$ cat config.mk
export PLATFORM = sky130hd
export DESIGN_NAME = wshb_arbiter_flat
export DESIGN_NICKNAME = d
export VERILOG_FILES = /design/src/rtl/wshb_arb_pkg.sv /design/src/rtl/wshb_if.sv /design/src/rtl/wshb_arb_timeout.sv /design/src/rtl/wshb_arbiter.sv /design/src/flat_wrapper.sv
export SDC_FILE = /design/constraint.sdc
export NUM_CORES = 1
export LEC_CHECK = 0
export CORE_AREA = 4 4 127 129
export CTS_CLUSTER_DIAMETER = 150
export DETAILED_ROUTE_END_ITERATION = 8
export DIE_AREA = 0 0 131 133
export PLACE_DENSITY = 0.54
export SYNTH_ARGS = -nofsm -noshare
export SYNTH_HDL_FRONTEND = slang
export SYNTH_SLANG_ARGS = --single-unit
$ cat constraint.sdc
create_clock -name clk -period 3 [get_ports clk]
set_input_delay 0.75 -clock clk [delete_from_list [all_inputs] [get_ports clk]]
set_output_delay 0.75 -clock clk [all_outputs]
set_load 0.03 [all_outputs]
$ cat src/rtl/wshb_arb_pkg.sv
// Shared types and helpers for the two-master Wishbone arbiter.
package wshb_arb_pkg;

   localparam int ADR_W = 32;

   typedef enum logic [1:0] {
      IDLE = 2'd0,
      GNT0 = 2'd1,
      GNT1 = 2'd2
   } arb_state_t;

   // Enough bits to hold the value TIMEOUT_CYCLES itself.
   function automatic int tmo_width(input int cycles);
      return $clog2(cycles + 1);
   endfunction

endpackage

$ cat src/rtl/wshb_if.sv
// Wishbone B4 classic/registered-feedback bus bundle, one per port.
interface wshb_if #(
   parameter int DATA_BYTES = 4
) ();
   logic [wshb_arb_pkg::ADR_W-1:0] adr;
   logic [8*DATA_BYTES-1:0]        dat_ms;
   logic [8*DATA_BYTES-1:0]        dat_sm;
   logic [DATA_BYTES-1:0]          sel;
   logic                           we;
   logic [2:0]                     cti;
   logic [1:0]                     bte;
   logic                           cyc;
   logic                           stb;
   logic                           ack;
   logic                           err;
   logic                           rty;

   modport master (
      output adr, dat_ms, sel, we, cti, bte, cyc, stb,
      input  dat_sm, ack, err, rty
   );

   modport slave (
      input  adr, dat_ms, sel, we, cti, bte, cyc, stb,
      output dat_sm, ack, err, rty
   );
endinterface

$ cat src/rtl/wshb_arb_timeout.sv
// Bus watchdog: flags a granted access that has stalled TIMEOUT_CYCLES
// consecutive cycles without any slave response.
module wshb_arb_timeout
   import wshb_arb_pkg::*;
#(
   parameter int TIMEOUT_CYCLES = 1024
) (
   input  logic clk,
   input  logic rst,
   input  logic busy,
   input  logic resp,
   output logic expired
);

   localparam int               CNT_W    = tmo_width(TIMEOUT_CYCLES);
   localparam logic [CNT_W-1:0] CNT_LOAD = CNT_W'(TIMEOUT_CYCLES);

   logic [CNT_W-1:0] cnt;

   // Down-counter reloaded whenever the stall streak is broken.
   always_ff @(posedge clk or negedge rst) begin
      if (!rst) begin
         cnt <= CNT_LOAD;
      end else if (!busy || resp) begin
         cnt <= CNT_LOAD;
      end else if (cnt != '0) begin
         cnt <= cnt - CNT_W'(1);
      end
   end

   assign expired = busy && (cnt == '0);

endmodule

$ cat src/rtl/wshb_arbiter.sv
// Two-master round-robin Wishbone arbiter with grant held for a whole cyc.
// Optional bus watchdog enabled by defining WSHB_ARB_TIMEOUT_EN.
//
// state | meaning
// IDLE  | no grant, shared bus driven to zero
// GNT0  | master 0 owns the shared bus
// GNT1  | master 1 owns the shared bus
module wshb_arbiter
   import wshb_arb_pkg::*;
#(
   parameter int DATA_BYTES     = 4,
   parameter int TIMEOUT_CYCLES = 1024
) (
   input  logic  clk,
   input  logic  rst,
   wshb_if.slave  wshb_m0,
   wshb_if.slave  wshb_m1,
   wshb_if.master wshb_s
);

   arb_state_t state;
   arb_state_t state_nxt;
   logic       last_gnt;
   logic       busy;
   logic       resp;
   logic       expired;
   logic       unused_cfg;

   assign resp = wshb_s.ack | wshb_s.err | wshb_s.rty;
   assign busy = ((state == GNT0) && wshb_m0.cyc && wshb_m0.stb) ||
                 ((state == GNT1) && wshb_m1.cyc && wshb_m1.stb);

`ifdef WSHB_ARB_TIMEOUT_EN
   wshb_arb_timeout #(
      .TIMEOUT_CYCLES (TIMEOUT_CYCLES)
   ) u_timeout (
      .clk     (clk),
      .rst     (rst),
      .busy    (busy),
      .resp    (resp),
      .expired (expired)
   );
   assign unused_cfg = ^{DATA_BYTES};
`else
   assign expired    = 1'b0;
   assign unused_cfg = ^{busy, resp, DATA_BYTES, TIMEOUT_CYCLES};
`endif

   // State and round-robin history; master 0 wins the first tie after reset.
   always_ff @(posedge clk or negedge rst) begin
      if (!rst) begin
         state    <= IDLE;
         last_gnt <= 1'b1;
      end else begin
         state <= state_nxt;
         if (state_nxt == GNT0) begin
            last_gnt <= 1'b0;
         end else if (state_nxt == GNT1) begin
            last_gnt <= 1'b1;
         end
      end
   end

   // Next-state: hold grant for the whole cyc, hand over directly when possible.
   always_comb begin
      state_nxt = state;
      case (state)
         IDLE: begin
            if (wshb_m0.cyc && wshb_m1.cyc) begin
               state_nxt = last_gnt ? GNT0 : GNT1;
            end else if (wshb_m0.cyc) begin
               state_nxt = GNT0;
            end else if (wshb_m1.cyc) begin
               state_nxt = GNT1;
            end
         end
         GNT0: begin
            if (expired) begin
               state_nxt = IDLE;
            end else if (!wshb_m0.cyc) begin
               state_nxt = wshb_m1.cyc ? GNT1 : IDLE;
            end
         end
         GNT1: begin
            if (expired) begin
               state_nxt = IDLE;
            end else if (!wshb_m1.cyc) begin
               state_nxt = wshb_m0.cyc ? GNT0 : IDLE;
            end
         end
         default: state_nxt = IDLE;
      endcase
   end

   assign wshb_m0.dat_sm = wshb_s.dat_sm;
   assign wshb_m1.dat_sm = wshb_s.dat_sm;

   // Bus mux: request side follows the granted master, responses go only to it.
   always_comb begin
      wshb_s.adr    = '0;
      wshb_s.dat_ms = '0;
      wshb_s.sel    = '0;
      wshb_s.we     = 1'b0;
      wshb_s.cti    = '0;
      wshb_s.bte    = '0;
      wshb_s.cyc    = 1'b0;
      wshb_s.stb    = 1'b0;
      wshb_m0.ack   = 1'b0;
      wshb_m0.err   = 1'b0;
      wshb_m0.rty   = 1'b0;
      wshb_m1.ack   = 1'b0;
      wshb_m1.err   = 1'b0;
      wshb_m1.rty   = 1'b0;
      case (state)
         GNT0: begin
            wshb_s.adr    = wshb_m0.adr;
            wshb_s.dat_ms = wshb_m0.dat_ms;
            wshb_s.sel    = wshb_m0.sel;
            wshb_s.we     = wshb_m0.we;
            wshb_s.cti    = wshb_m0.cti;
            wshb_s.bte    = wshb_m0.bte;
            wshb_s.cyc    = wshb_m0.cyc && !expired;
            wshb_s.stb    = wshb_m0.stb && !expired;
            wshb_m0.ack   = wshb_s.ack && !expired;
            wshb_m0.err   = wshb_s.err || expired;
            wshb_m0.rty   = wshb_s.rty && !expired;
         end
         GNT1: begin
            wshb_s.adr    = wshb_m1.adr;
            wshb_s.dat_ms = wshb_m1.dat_ms;
            wshb_s.sel    = wshb_m1.sel;
            wshb_s.we     = wshb_m1.we;
            wshb_s.cti    = wshb_m1.cti;
            wshb_s.bte    = wshb_m1.bte;
            wshb_s.cyc    = wshb_m1.cyc && !expired;
            wshb_s.stb    = wshb_m1.stb && !expired;
            wshb_m1.ack   = wshb_s.ack && !expired;
            wshb_m1.err   = wshb_s.err || expired;
            wshb_m1.rty   = wshb_s.rty && !expired;
         end
         default: ;
      endcase
   end

endmodule

$ cat src/flat_wrapper.sv
// flat-port wrapper written by rule: the top's interface ports become plain ports
module wshb_arbiter_flat import wshb_arb_pkg::*;
#(
   parameter int DATA_BYTES     = 4,
   parameter int TIMEOUT_CYCLES = 1024
)
  (clk, rst, wshb_m0_adr, wshb_m0_dat_ms, wshb_m0_sel, wshb_m0_we, wshb_m0_cti, wshb_m0_bte, wshb_m0_cyc, wshb_m0_stb, wshb_m0_dat_sm, wshb_m0_ack, wshb_m0_err, wshb_m0_rty, wshb_m1_adr, wshb_m1_dat_ms, wshb_m1_sel, wshb_m1_we, wshb_m1_cti, wshb_m1_bte, wshb_m1_cyc, wshb_m1_stb, wshb_m1_dat_sm, wshb_m1_ack, wshb_m1_err, wshb_m1_rty, wshb_s_adr, wshb_s_dat_ms, wshb_s_sel, wshb_s_we, wshb_s_cti, wshb_s_bte, wshb_s_cyc, wshb_s_stb, wshb_s_dat_sm, wshb_s_ack, wshb_s_err, wshb_s_rty);
  wshb_if #(.DATA_BYTES(DATA_BYTES)) wshb_m0_i ();
  wshb_if #(.DATA_BYTES(DATA_BYTES)) wshb_m1_i ();
  wshb_if #(.DATA_BYTES(DATA_BYTES)) wshb_s_i ();
  input  logic clk;
  input  logic rst;
  input wire logic [$bits(wshb_m0_i.adr)-1:0] wshb_m0_adr;
  input wire logic [$bits(wshb_m0_i.dat_ms)-1:0] wshb_m0_dat_ms;
  input wire logic [$bits(wshb_m0_i.sel)-1:0] wshb_m0_sel;
  input wire logic [$bits(wshb_m0_i.we)-1:0] wshb_m0_we;
  input wire logic [$bits(wshb_m0_i.cti)-1:0] wshb_m0_cti;
  input wire logic [$bits(wshb_m0_i.bte)-1:0] wshb_m0_bte;
  input wire logic [$bits(wshb_m0_i.cyc)-1:0] wshb_m0_cyc;
  input wire logic [$bits(wshb_m0_i.stb)-1:0] wshb_m0_stb;
  output wire logic [$bits(wshb_m0_i.dat_sm)-1:0] wshb_m0_dat_sm;
  output wire logic [$bits(wshb_m0_i.ack)-1:0] wshb_m0_ack;
  output wire logic [$bits(wshb_m0_i.err)-1:0] wshb_m0_err;
  output wire logic [$bits(wshb_m0_i.rty)-1:0] wshb_m0_rty;
  input wire logic [$bits(wshb_m1_i.adr)-1:0] wshb_m1_adr;
  input wire logic [$bits(wshb_m1_i.dat_ms)-1:0] wshb_m1_dat_ms;
  input wire logic [$bits(wshb_m1_i.sel)-1:0] wshb_m1_sel;
  input wire logic [$bits(wshb_m1_i.we)-1:0] wshb_m1_we;
  input wire logic [$bits(wshb_m1_i.cti)-1:0] wshb_m1_cti;
  input wire logic [$bits(wshb_m1_i.bte)-1:0] wshb_m1_bte;
  input wire logic [$bits(wshb_m1_i.cyc)-1:0] wshb_m1_cyc;
  input wire logic [$bits(wshb_m1_i.stb)-1:0] wshb_m1_stb;
  output wire logic [$bits(wshb_m1_i.dat_sm)-1:0] wshb_m1_dat_sm;
  output wire logic [$bits(wshb_m1_i.ack)-1:0] wshb_m1_ack;
  output wire logic [$bits(wshb_m1_i.err)-1:0] wshb_m1_err;
  output wire logic [$bits(wshb_m1_i.rty)-1:0] wshb_m1_rty;
  output wire logic [$bits(wshb_s_i.adr)-1:0] wshb_s_adr;
  output wire logic [$bits(wshb_s_i.dat_ms)-1:0] wshb_s_dat_ms;
  output wire logic [$bits(wshb_s_i.sel)-1:0] wshb_s_sel;
  output wire logic [$bits(wshb_s_i.we)-1:0] wshb_s_we;
  output wire logic [$bits(wshb_s_i.cti)-1:0] wshb_s_cti;
  output wire logic [$bits(wshb_s_i.bte)-1:0] wshb_s_bte;
  output wire logic [$bits(wshb_s_i.cyc)-1:0] wshb_s_cyc;
  output wire logic [$bits(wshb_s_i.stb)-1:0] wshb_s_stb;
  input wire logic [$bits(wshb_s_i.dat_sm)-1:0] wshb_s_dat_sm;
  input wire logic [$bits(wshb_s_i.ack)-1:0] wshb_s_ack;
  input wire logic [$bits(wshb_s_i.err)-1:0] wshb_s_err;
  input wire logic [$bits(wshb_s_i.rty)-1:0] wshb_s_rty;
  assign wshb_m0_i.adr = wshb_m0_adr;
  assign wshb_m0_i.dat_ms = wshb_m0_dat_ms;
  assign wshb_m0_i.sel = wshb_m0_sel;
  assign wshb_m0_i.we = wshb_m0_we;
  assign wshb_m0_i.cti = wshb_m0_cti;
  assign wshb_m0_i.bte = wshb_m0_bte;
  assign wshb_m0_i.cyc = wshb_m0_cyc;
  assign wshb_m0_i.stb = wshb_m0_stb;
  assign wshb_m0_dat_sm = wshb_m0_i.dat_sm;
  assign wshb_m0_ack = wshb_m0_i.ack;
  assign wshb_m0_err = wshb_m0_i.err;
  assign wshb_m0_rty = wshb_m0_i.rty;
  assign wshb_m1_i.adr = wshb_m1_adr;
  assign wshb_m1_i.dat_ms = wshb_m1_dat_ms;
  assign wshb_m1_i.sel = wshb_m1_sel;
  assign wshb_m1_i.we = wshb_m1_we;
  assign wshb_m1_i.cti = wshb_m1_cti;
  assign wshb_m1_i.bte = wshb_m1_bte;
  assign wshb_m1_i.cyc = wshb_m1_cyc;
  assign wshb_m1_i.stb = wshb_m1_stb;
  assign wshb_m1_dat_sm = wshb_m1_i.dat_sm;
  assign wshb_m1_ack = wshb_m1_i.ack;
  assign wshb_m1_err = wshb_m1_i.err;
  assign wshb_m1_rty = wshb_m1_i.rty;
  assign wshb_s_adr = wshb_s_i.adr;
  assign wshb_s_dat_ms = wshb_s_i.dat_ms;
  assign wshb_s_sel = wshb_s_i.sel;
  assign wshb_s_we = wshb_s_i.we;
  assign wshb_s_cti = wshb_s_i.cti;
  assign wshb_s_bte = wshb_s_i.bte;
  assign wshb_s_cyc = wshb_s_i.cyc;
  assign wshb_s_stb = wshb_s_i.stb;
  assign wshb_s_i.dat_sm = wshb_s_dat_sm;
  assign wshb_s_i.ack = wshb_s_ack;
  assign wshb_s_i.err = wshb_s_err;
  assign wshb_s_i.rty = wshb_s_rty;
  wshb_arbiter #(.DATA_BYTES(DATA_BYTES), .TIMEOUT_CYCLES(TIMEOUT_CYCLES)) u_core (.clk(clk), .rst(rst), .wshb_m0(wshb_m0_i), .wshb_m1(wshb_m1_i), .wshb_s(wshb_s_i));
endmodule
* Word level (Yosys, flattened, before mapping)
Cells that the tools add are included.
** Storage, ports and cells
- Flip-flop bits (word level) :: 3
- Latch bits :: 0
- Bits in writable memories :: 0
- Bits in read-only memories :: 0
- Bits of input ports :: 189
- Output and inout bits :: 146
- Logic and storage cells :: 34
- Memories kept :: 0
** Cells by class
- $add $sub $neg :: 0
- Multipliers :: 0
- Divide/modulo/power cells :: 0
- $lt $le $gt $ge :: 0
- Eq/ne operators :: 4
- Shifts and indexed selects :: 0
- Mux-type cells :: 25
- Bitwise logic cells :: 0
- Reduce and logical (&&, ||, !) cells :: 3
** Operators with widths (number)
- $pmux 32 s2 :: 2
- $mux 2 :: 7
- $mux 1 :: 9
- $pmux 4 s2 :: 1
- $pmux 1 s2 :: 3
- $pmux 2 s3 :: 1
- $pmux 3 s2 :: 1
- $eq 2x1->1 const B :: 2
- $eq 2x2->1 const B :: 2
- $pmux 2 s2 :: 1
- $logic_not 2->1 :: 1
- $reduce_bool 2->1 :: 1
- $logic_and 1x1->1 :: 1

* Depth between registers and ports, before layout
Gate-level depths: netlist of run 1.
- Word-level depth :: 7
- Depth in mapped cells :: 10
- Gate-level depth less buffers :: 8

* Worst setup path after synthesis of run 1
OpenSTA, ideal clock, no wires.
- Kind :: reg2out
- From :: register u_core.state[0]
- To :: output port wshb_s_adr[26]
- Arrival time :: 1.620 ns
- Data required time :: 2.250 ns
- Slack :: 0.630 ns
- Stages on the path, launching flop included :: 6
- Path buffers :: 2
- Cell sequence :: dfrtp_1 > inv_1 > ha_1 > clkbuf_2 > clkbuf_1 > nor2b_1
** On the way
- Cells in the longest elaborated chain, start to end :: 2
- Elaborated cells between the ends (all ways) :: 3
- Classes of those cells :: 2 x eq/ne; 1 x mux
** RTL lines
- from (decl) :: RTL line wshb_arbiter.sv:21 : arb_state_t state;
- from (signal assigned) :: RTL line wshb_arbiter.sv:55 : state <= state_nxt;
- $eq 2x2->1 / $eq 2x1->1 (equally long branches)
- $pmux 32 s2 (*) :: RTL line wshb_arbiter.sv:114 : case (state)
- to (decl) :: RTL line flat_wrapper.sv:37 : output wire logic [$bits(wshb_s_i.adr)-1:0] wshb_s_adr;
Mark *: on every way between the ends. The rest lies on a longest branch, timed or not.

* Worst setup path in the final report of run 1
- From :: input port wshb_s_ack
- To :: output port wshb_m1_ack
** On the way
- Cells in the longest elaborated chain, start to end :: 1
** RTL lines
- from (decl) :: RTL line flat_wrapper.sv:46 : input wire logic [$bits(wshb_s_i.ack)-1:0] wshb_s_ack;
- $mux 1 :: RTL line wshb_arbiter.sv:114
- to (decl) :: RTL line flat_wrapper.sv:34 : output wire logic [$bits(wshb_m1_i.ack)-1:0] wshb_m1_ack;
Every way passes these cells.

==> impl_metrics.json, run 1 <==
{
  "status": "finished clean",
  "row_count": 45,
  "yosys_warnings": 0,
  "skew_ns": 0.000737,
  "tns_ns": 0,
  "initial_utilization_pct": 13.0,
  "cts_setup_buffers": 0,
  "numCtsBuffers": 3,
  "power.total_uw": 3410,
  "start_kind": "input pin",
  "wl_per_cell_um": 14.0,
  "syn_area_sq_um": 1950,
  "syn_inst": 275,
  "arrival_ns": 2.00,
  "ios": 335,
  "worstPathMaxFanout": 2,
  "mostFrequentLayoutCells": "clkdlybuf4s50_1, nor2b_1, a22oi_1",
  "routabilityCongestion": 0.714,
  "powerDensity_nw_per_um2": 845,
  "postCtsHoldBufs": 0,
  "die-height_um": 133,
  "num-nets-final": 628,
  "post-place-cells": 617,
  "vias": 2532,
  "vias_per_cell": 4.08,
  "drive_above_1_share_pct": 20.6,
  "die_area_sq_um": 17400,
  "yosys_register_bits": 3,
  "grt_use_total_pct": 8.14,
  "final_common_cell": "clkdlybuf4s50_1",
  "period_minus_slack_ns": 2.75,
  "rsz0062_at_grt": "false",
  "final_antenna_net_count": 0,
  "cap_violations": 0,
  "postRouteWirelength_um": 8690,
  "clk_latency_ns": 0.22,
  "grt_pass1_wl_um": 11700,
  "cts-htree-levels": 1,
  "hold_viol": 0,
  "clk_pin_slew_ns": 0.03,
  "firstDrtPassIters": 4,
  "tightest_slew_ns": 0.346,
  "synth_nets": 469,
  "grt_overflow": 0,
  "placement.cell_area_sq_um": 3950,
  "fmax_mhz": 363,
  "p_leak_uw": 0.00151,
  "core-area_sq_um": 15000,
  "grt_max_degree": 48,
  "place_hpwl_um": 7290,
  "period_share_pct": 91.7,
  "final_area_sq_um": 4030,
  "cts.sinks": 3,
  "hold_class": "flop to flop",
  "antenna_cells": 0,
  "syn2layout_area_growth_pct": 106,
  "cts_max_path_buffers": 2,
  "fillers": 1617,
  "cts_resized": 0,
  "critPathKind": "input pin to output pin",
  "drc": 0,
  "antenna_found_initial": 0,
  "crit_path_end_kind": "output pin",
  "port_buffers": 238,
  "yosysSeqAreaShare_pct": 3.91,
  "relSlewSlack_pct": 77.0,
  "synth_cell_type_count": 25,
  "cts_tree": "done",
  "root_buffer": "clkbuf_16",
  "drt_iter0_drc": 57,
  "syn-mean-instance-area_sq_um": 7.10,
  "die_w_um": 131,
  "final_cells": 621,
  "critPathRequiredTime_ns": 2.25,
  "ir_worst_vdd_v": 0.000328,
  "slew_viol_final": 0,
  "first_global_vias": 2484,
  "setup_viol": 0
}
## registers in the layout, indices dropped and copies added (netlist names)
| name | flops |
|---|---|
| u_core.state | 2 |
| u_core.last_gnt | 1 |
## per-stage QoR
stage | setup slack, ns | util [%] | hold slack (ns)
6_report | 0.248 | 26.8 | 0.496
5_1_grt | 0.161 | 26.8 | 0.509
4_1_cts | 0.211 | 26.8 | 0.501
3_5_place_dp | 0.243 | 26.3 | 0.496
3_3_place_gp | 0.252 | 26.3 | 0.479
2_1_floorplan | 0.630 | - | 0.454
## kinds of logic (layout without fill, tap and decap cells)
family / after synthesis / in the layout / share of synthesized area (%)
buffers and inverters: 93 / 251 / 32.3
and+or+nand+nor: 89 / 89 / 28.2
AOI/OAI and AO/OA: 85 / 85 / 32.4
adders and majority gates: 5 / 5 / 3.20
DFF: 3 / 3 / 3.91
## Yosys cell counts
library cell | instances | area, sq um
a21boi_0 | 1 | 7.51
a22o_1 | 1 | 8.76
a22oi_1 | 75 | 563
a2bb2oi_1 | 1 | 8.76
a31o_1 | 1 | 8.76
a31oi_1 | 1 | 6.26
a32oi_1 | 1 | 8.76
and2_1 | 8 | 50.1
buf_2 | 11 | 55.1
buf_4 | 65 | 488
buf_6 | 3 | 33.8
clkbuf_1 | 10 | 37.5
clkbuf_2 | 1 | 5.00
dfrtp_1 | 2 | 50.1
dfstp_2 | 1 | 26.3
ha_1 | 5 | 62.6
inv_1 | 3 | 11.3
nand2_1 | 1 | 3.75
nand2b_1 | 1 | 6.26
nand3_1 | 1 | 5.00
nor2_1 | 1 | 3.75
nor2b_1 | 77 | 482
o21ai_0 | 1 | 5.00
o21ai_1 | 2 | 10.0
o22ai_1 | 1 | 6.26
## report_power, final
part | switching [uW] | internal, uW | leakage [uW] | total [uW]
registers | 27.3 | 67.3 | 0.0000359 | 94.6
logic | 1720 | 1380 | 0.00144 | 3100
clock network | 35.5 | 175 | 0.0000382 | 211
total | 1780 | 1620 | 0.00151 | 3410
## path summary, 6_finish.rpt
path	startpoint	to	slack [ns]	cells past startpoint
setup / recovery	wshb_s_ack	wshb_m1_ack	0.25	3
hold / removal	u_core.last_gnt	u_core.last_gnt	0.50	2
setup reg to reg	u_core.state[0]	u_core.last_gnt	1.13	7
hold reg to reg	u_core.last_gnt	u_core.last_gnt	0.50	2
max in group asynchronous	rst	u_core.last_gnt	2.07	1
min in group asynchronous	rst	u_core.state[1]	0.71	1
## routing by layer
layer / share of wire (%) / GRT usage (%) / up-vias / wire [um]
met4: 2.6 / 3.26 / 0 / 227
met2: 50 / 15.9 / 164 / 4390
met1: 36 / 7.82 / 1120 / 3090
li1: - / - / 1220 / -
met5: 0 / 0 / - / 0
met3: 11 / 2.06 / 28 / 982
## area by class of cell
| cell class | instances | area, sq um | area share [%] |
|---|---|---|---|
| repair buffers | 244 | 2370 | 58.9 |
| multi-input cells | 179 | 1250 | 31.1 |
| well taps | 188 | 235 | 5.84 |
| clock buffers | 4 | 78.8 | 1.96 |
| flip-flops and latches | 3 | 76.3 | 1.89 |
| inverters | 3 | 11.3 | 0.279 |
## critical path: stages
cell	delay, ns
clkdlybuf4s50_1	0.46
and2_1	0.12
clkdlybuf4s50_1	0.67
Note: power is estimated with default switching activity, not from simulation.
==> inputs of run 2 (changes only) <==
--- a/config.mk
+++ b/config.mk
@@ -5,6 +5,8 @@
 export SDC_FILE = /design/constraint.sdc
 export NUM_CORES = 1
 export LEC_CHECK = 0
+export ABC_AREA = 0
+export CAP_MARGIN = 0
 export CORE_AREA = 4 4 127 129
 export CTS_CLUSTER_DIAMETER = 150
 export DETAILED_ROUTE_END_ITERATION = 8
==> results of run 2 <==
Final layout, timing and power as in run 1 (identical DEF).
==> inputs of run 3 (changes only) <==
--- a/config.mk
+++ b/config.mk
@@ -7,11 +7,11 @@
 export LEC_CHECK = 0
 export ABC_AREA = 0
 export CAP_MARGIN = 0
-export CORE_AREA = 4 4 127 129
+export CORE_AREA = 2 2 128 130
 export CTS_CLUSTER_DIAMETER = 150
 export DETAILED_ROUTE_END_ITERATION = 8
-export DIE_AREA = 0 0 131 133
-export PLACE_DENSITY = 0.54
+export DIE_AREA = 0 0 130 132
+export PLACE_DENSITY = 0.52
 export SYNTH_ARGS = -nofsm -noshare
 export SYNTH_HDL_FRONTEND = slang
 export SYNTH_SLANG_ARGS = --single-unit
==> run 3 against run 2 <==
- combinational power fell by 2%
- first-iteration DRC count shrank 7.0%
- via count fell by 0.51%
- worst setup slack got worse by 0.017 ns
- critical path type unchanged
- worst hold slack got worse by 0.0042 ns
- count of clock-buffer cells in the layout stayed put
- clock power about the same
- final cell count is 4.3% higher
- wire length increased by 4.9%
- largest cell class unchanged
==> impl_metrics.json, run 3 (synthesis gave the netlist of run 1 again) <==
{
  "rsz0062_at_grt": "false",
  "port_buffers": 238,
  "vias": 2519,
  "place_hpwl_um": 7390,
  "setup_viol": 0,
  "final_common_cell": "clkdlybuf4s50_1",
  "powerDensity_nw_per_um2": 839,
  "core-area_sq_um": 15700,
  "drive_above_1_share_pct": 20.4,
  "tns_ns": 0,
  "power.total_uw": 3340,
  "wl_met2_um": 4940,
  "drc": 0,
  "grt_max_degree": 77,
  "cap_violations": 0,
  "cts.sinks": 3,
  "postCtsHoldBufs": 0,
  "rrSetupSlack_ns": 0.96,
  "vias_per_cell": 3.89,
  "cts_max_path_buffers": 2,
  "worstPathMaxFanout": 2,
  "firstDrtPassIters": 4,
  "largest_reg_flops": 2,
  "ios": 335,
  "fmax_mhz": 361,
  "crit_path_end_kind": "output pin",
  "postRouteWirelength_um": 9120,
  "ir_worst_vdd_v": 0.000368,
  "p_leak_uw": 0.00149,
  "row_count": 46,
  "met3RoutedLength_um": 872,
  "cts-htree-levels": 1,
  "initial_utilization_pct": 12.4,
  "start_kind": "input pin",
  "drt_iter0_drc": 53,
  "num-nets-final": 627,
  "fillers": 1698,
  "mostFrequentLayoutCells": "clkdlybuf4s50_1, nor2b_1, buf_4",
  "first_global_vias": 2463,
  "die_w_um": 130,
  "skew_ns": 0.000514,
  "status": "finished clean",
  "tightest_slew_ns": 0.318,
  "cts_setup_buffers": 0,
  "die_area_sq_um": 17200,
  "reg.largest.list": "u_core.state (2), u_core.last_gnt (1)",
  "grt_use_total_pct": 9.55,
  "cts_tree": "done",
  "final_antenna_net_count": 0,
  "antenna_found_initial": 0,
  "hold_viol": 0,
  "wl_met1_um": 3050,
  "period_minus_slack_ns": 2.77,
  "syn2layout_area_growth_pct": 104,
  "grt_overflow": 0,
  "top_layer": "met4",
  "max_flop_register": "u_core.state",
  "critPathKind": "input pin to output pin",
  "arrival_ns": 2.02,
  "critPathRequiredTime_ns": 2.25,
  "routabilityCongestion": 0.825,
  "die-height_um": 132,
  "cts_resized": 0,
  "grt_pass1_wl_um": 13200,
  "relSlewSlack_pct": 78.7,
  "numCtsBuffers": 3,
  "root_buffer": "clkbuf_16",
  "clk_pin_slew_ns": 0.03,
  "slew_viol_final": 0,
  "clk_latency_ns": 0.22,
  "wl_per_cell_um": 14.1,
  "antenna_cells": 0,
  "period_share_pct": 92.3,
  "hold_class": "flop to flop"
}
==> run 3: final timing paths <==
check	from	end	depth (start not counted)
setup / recovery	wshb_s_err	wshb_m1_err	3
hold / removal	u_core.last_gnt	u_core.last_gnt	2
setup reg to reg	u_core.state[1]	u_core.last_gnt	8
hold reg to reg	u_core.last_gnt	u_core.last_gnt	2
max in group asynchronous	rst	u_core.last_gnt	1
min in group asynchronous	rst	u_core.state[0]	1
==> run 3: layer usage <==
metal / GRT usage (%) / vias to the layer above
met3: 1.91 / 32
met5: 0 / -
li1: - / 1217
met4: 3.76 / 0
met2: 19.2 / 151
met1: 9.20 / 1119
==> run 3: power breakdown <==
group	internal (uW)	total [uW]	switching [uW]
Clock	176	213	37.9
Combinational	1320	3040	1710
Sequential	67.2	92.1	24.8
Total	1570	3340	1780
==> run 3: cell type report <==
cell class | count | area (sq um) | share of cell area [%]
Clock buffer | 4 | 78.8 | 1.98
Multi-Input combinational cell | 179 | 1250 | 31.5
Tap cell | 216 | 270 | 6.79
Sequential cell | 3 | 76.3 | 1.92
Inverter | 3 | 11.3 | 0.283
Timing Repair Buffer | 243 | 2290 | 57.6
==> run 3: critical path: stages <==
cell and delay, ns:
clkdlybuf4s50_1 0.47, and2_1 0.13, clkdlybuf4s50_1 0.67
==> run 3: through the flow <==
| step | setup WS (ns) | cells | hold WS [ns] | cell area, sq um | util [%] |
|---|---|---|---|---|---|
| CTS | 0.231 | 648 | 0.493 | 3980 | 25.3 |
| global route | 0.204 | 648 | 0.534 | 3980 | 25.3 |
| global placement | 0.239 | 644 | 0.476 | 3900 | 24.8 |
| detailed placement | 0.246 | 644 | 0.497 | 3900 | 24.8 |
| floorplan | 0.630 | 275 | 0.454 | 1950 | - |
| finish | 0.231 | 648 | 0.492 | 3980 | 25.3 |
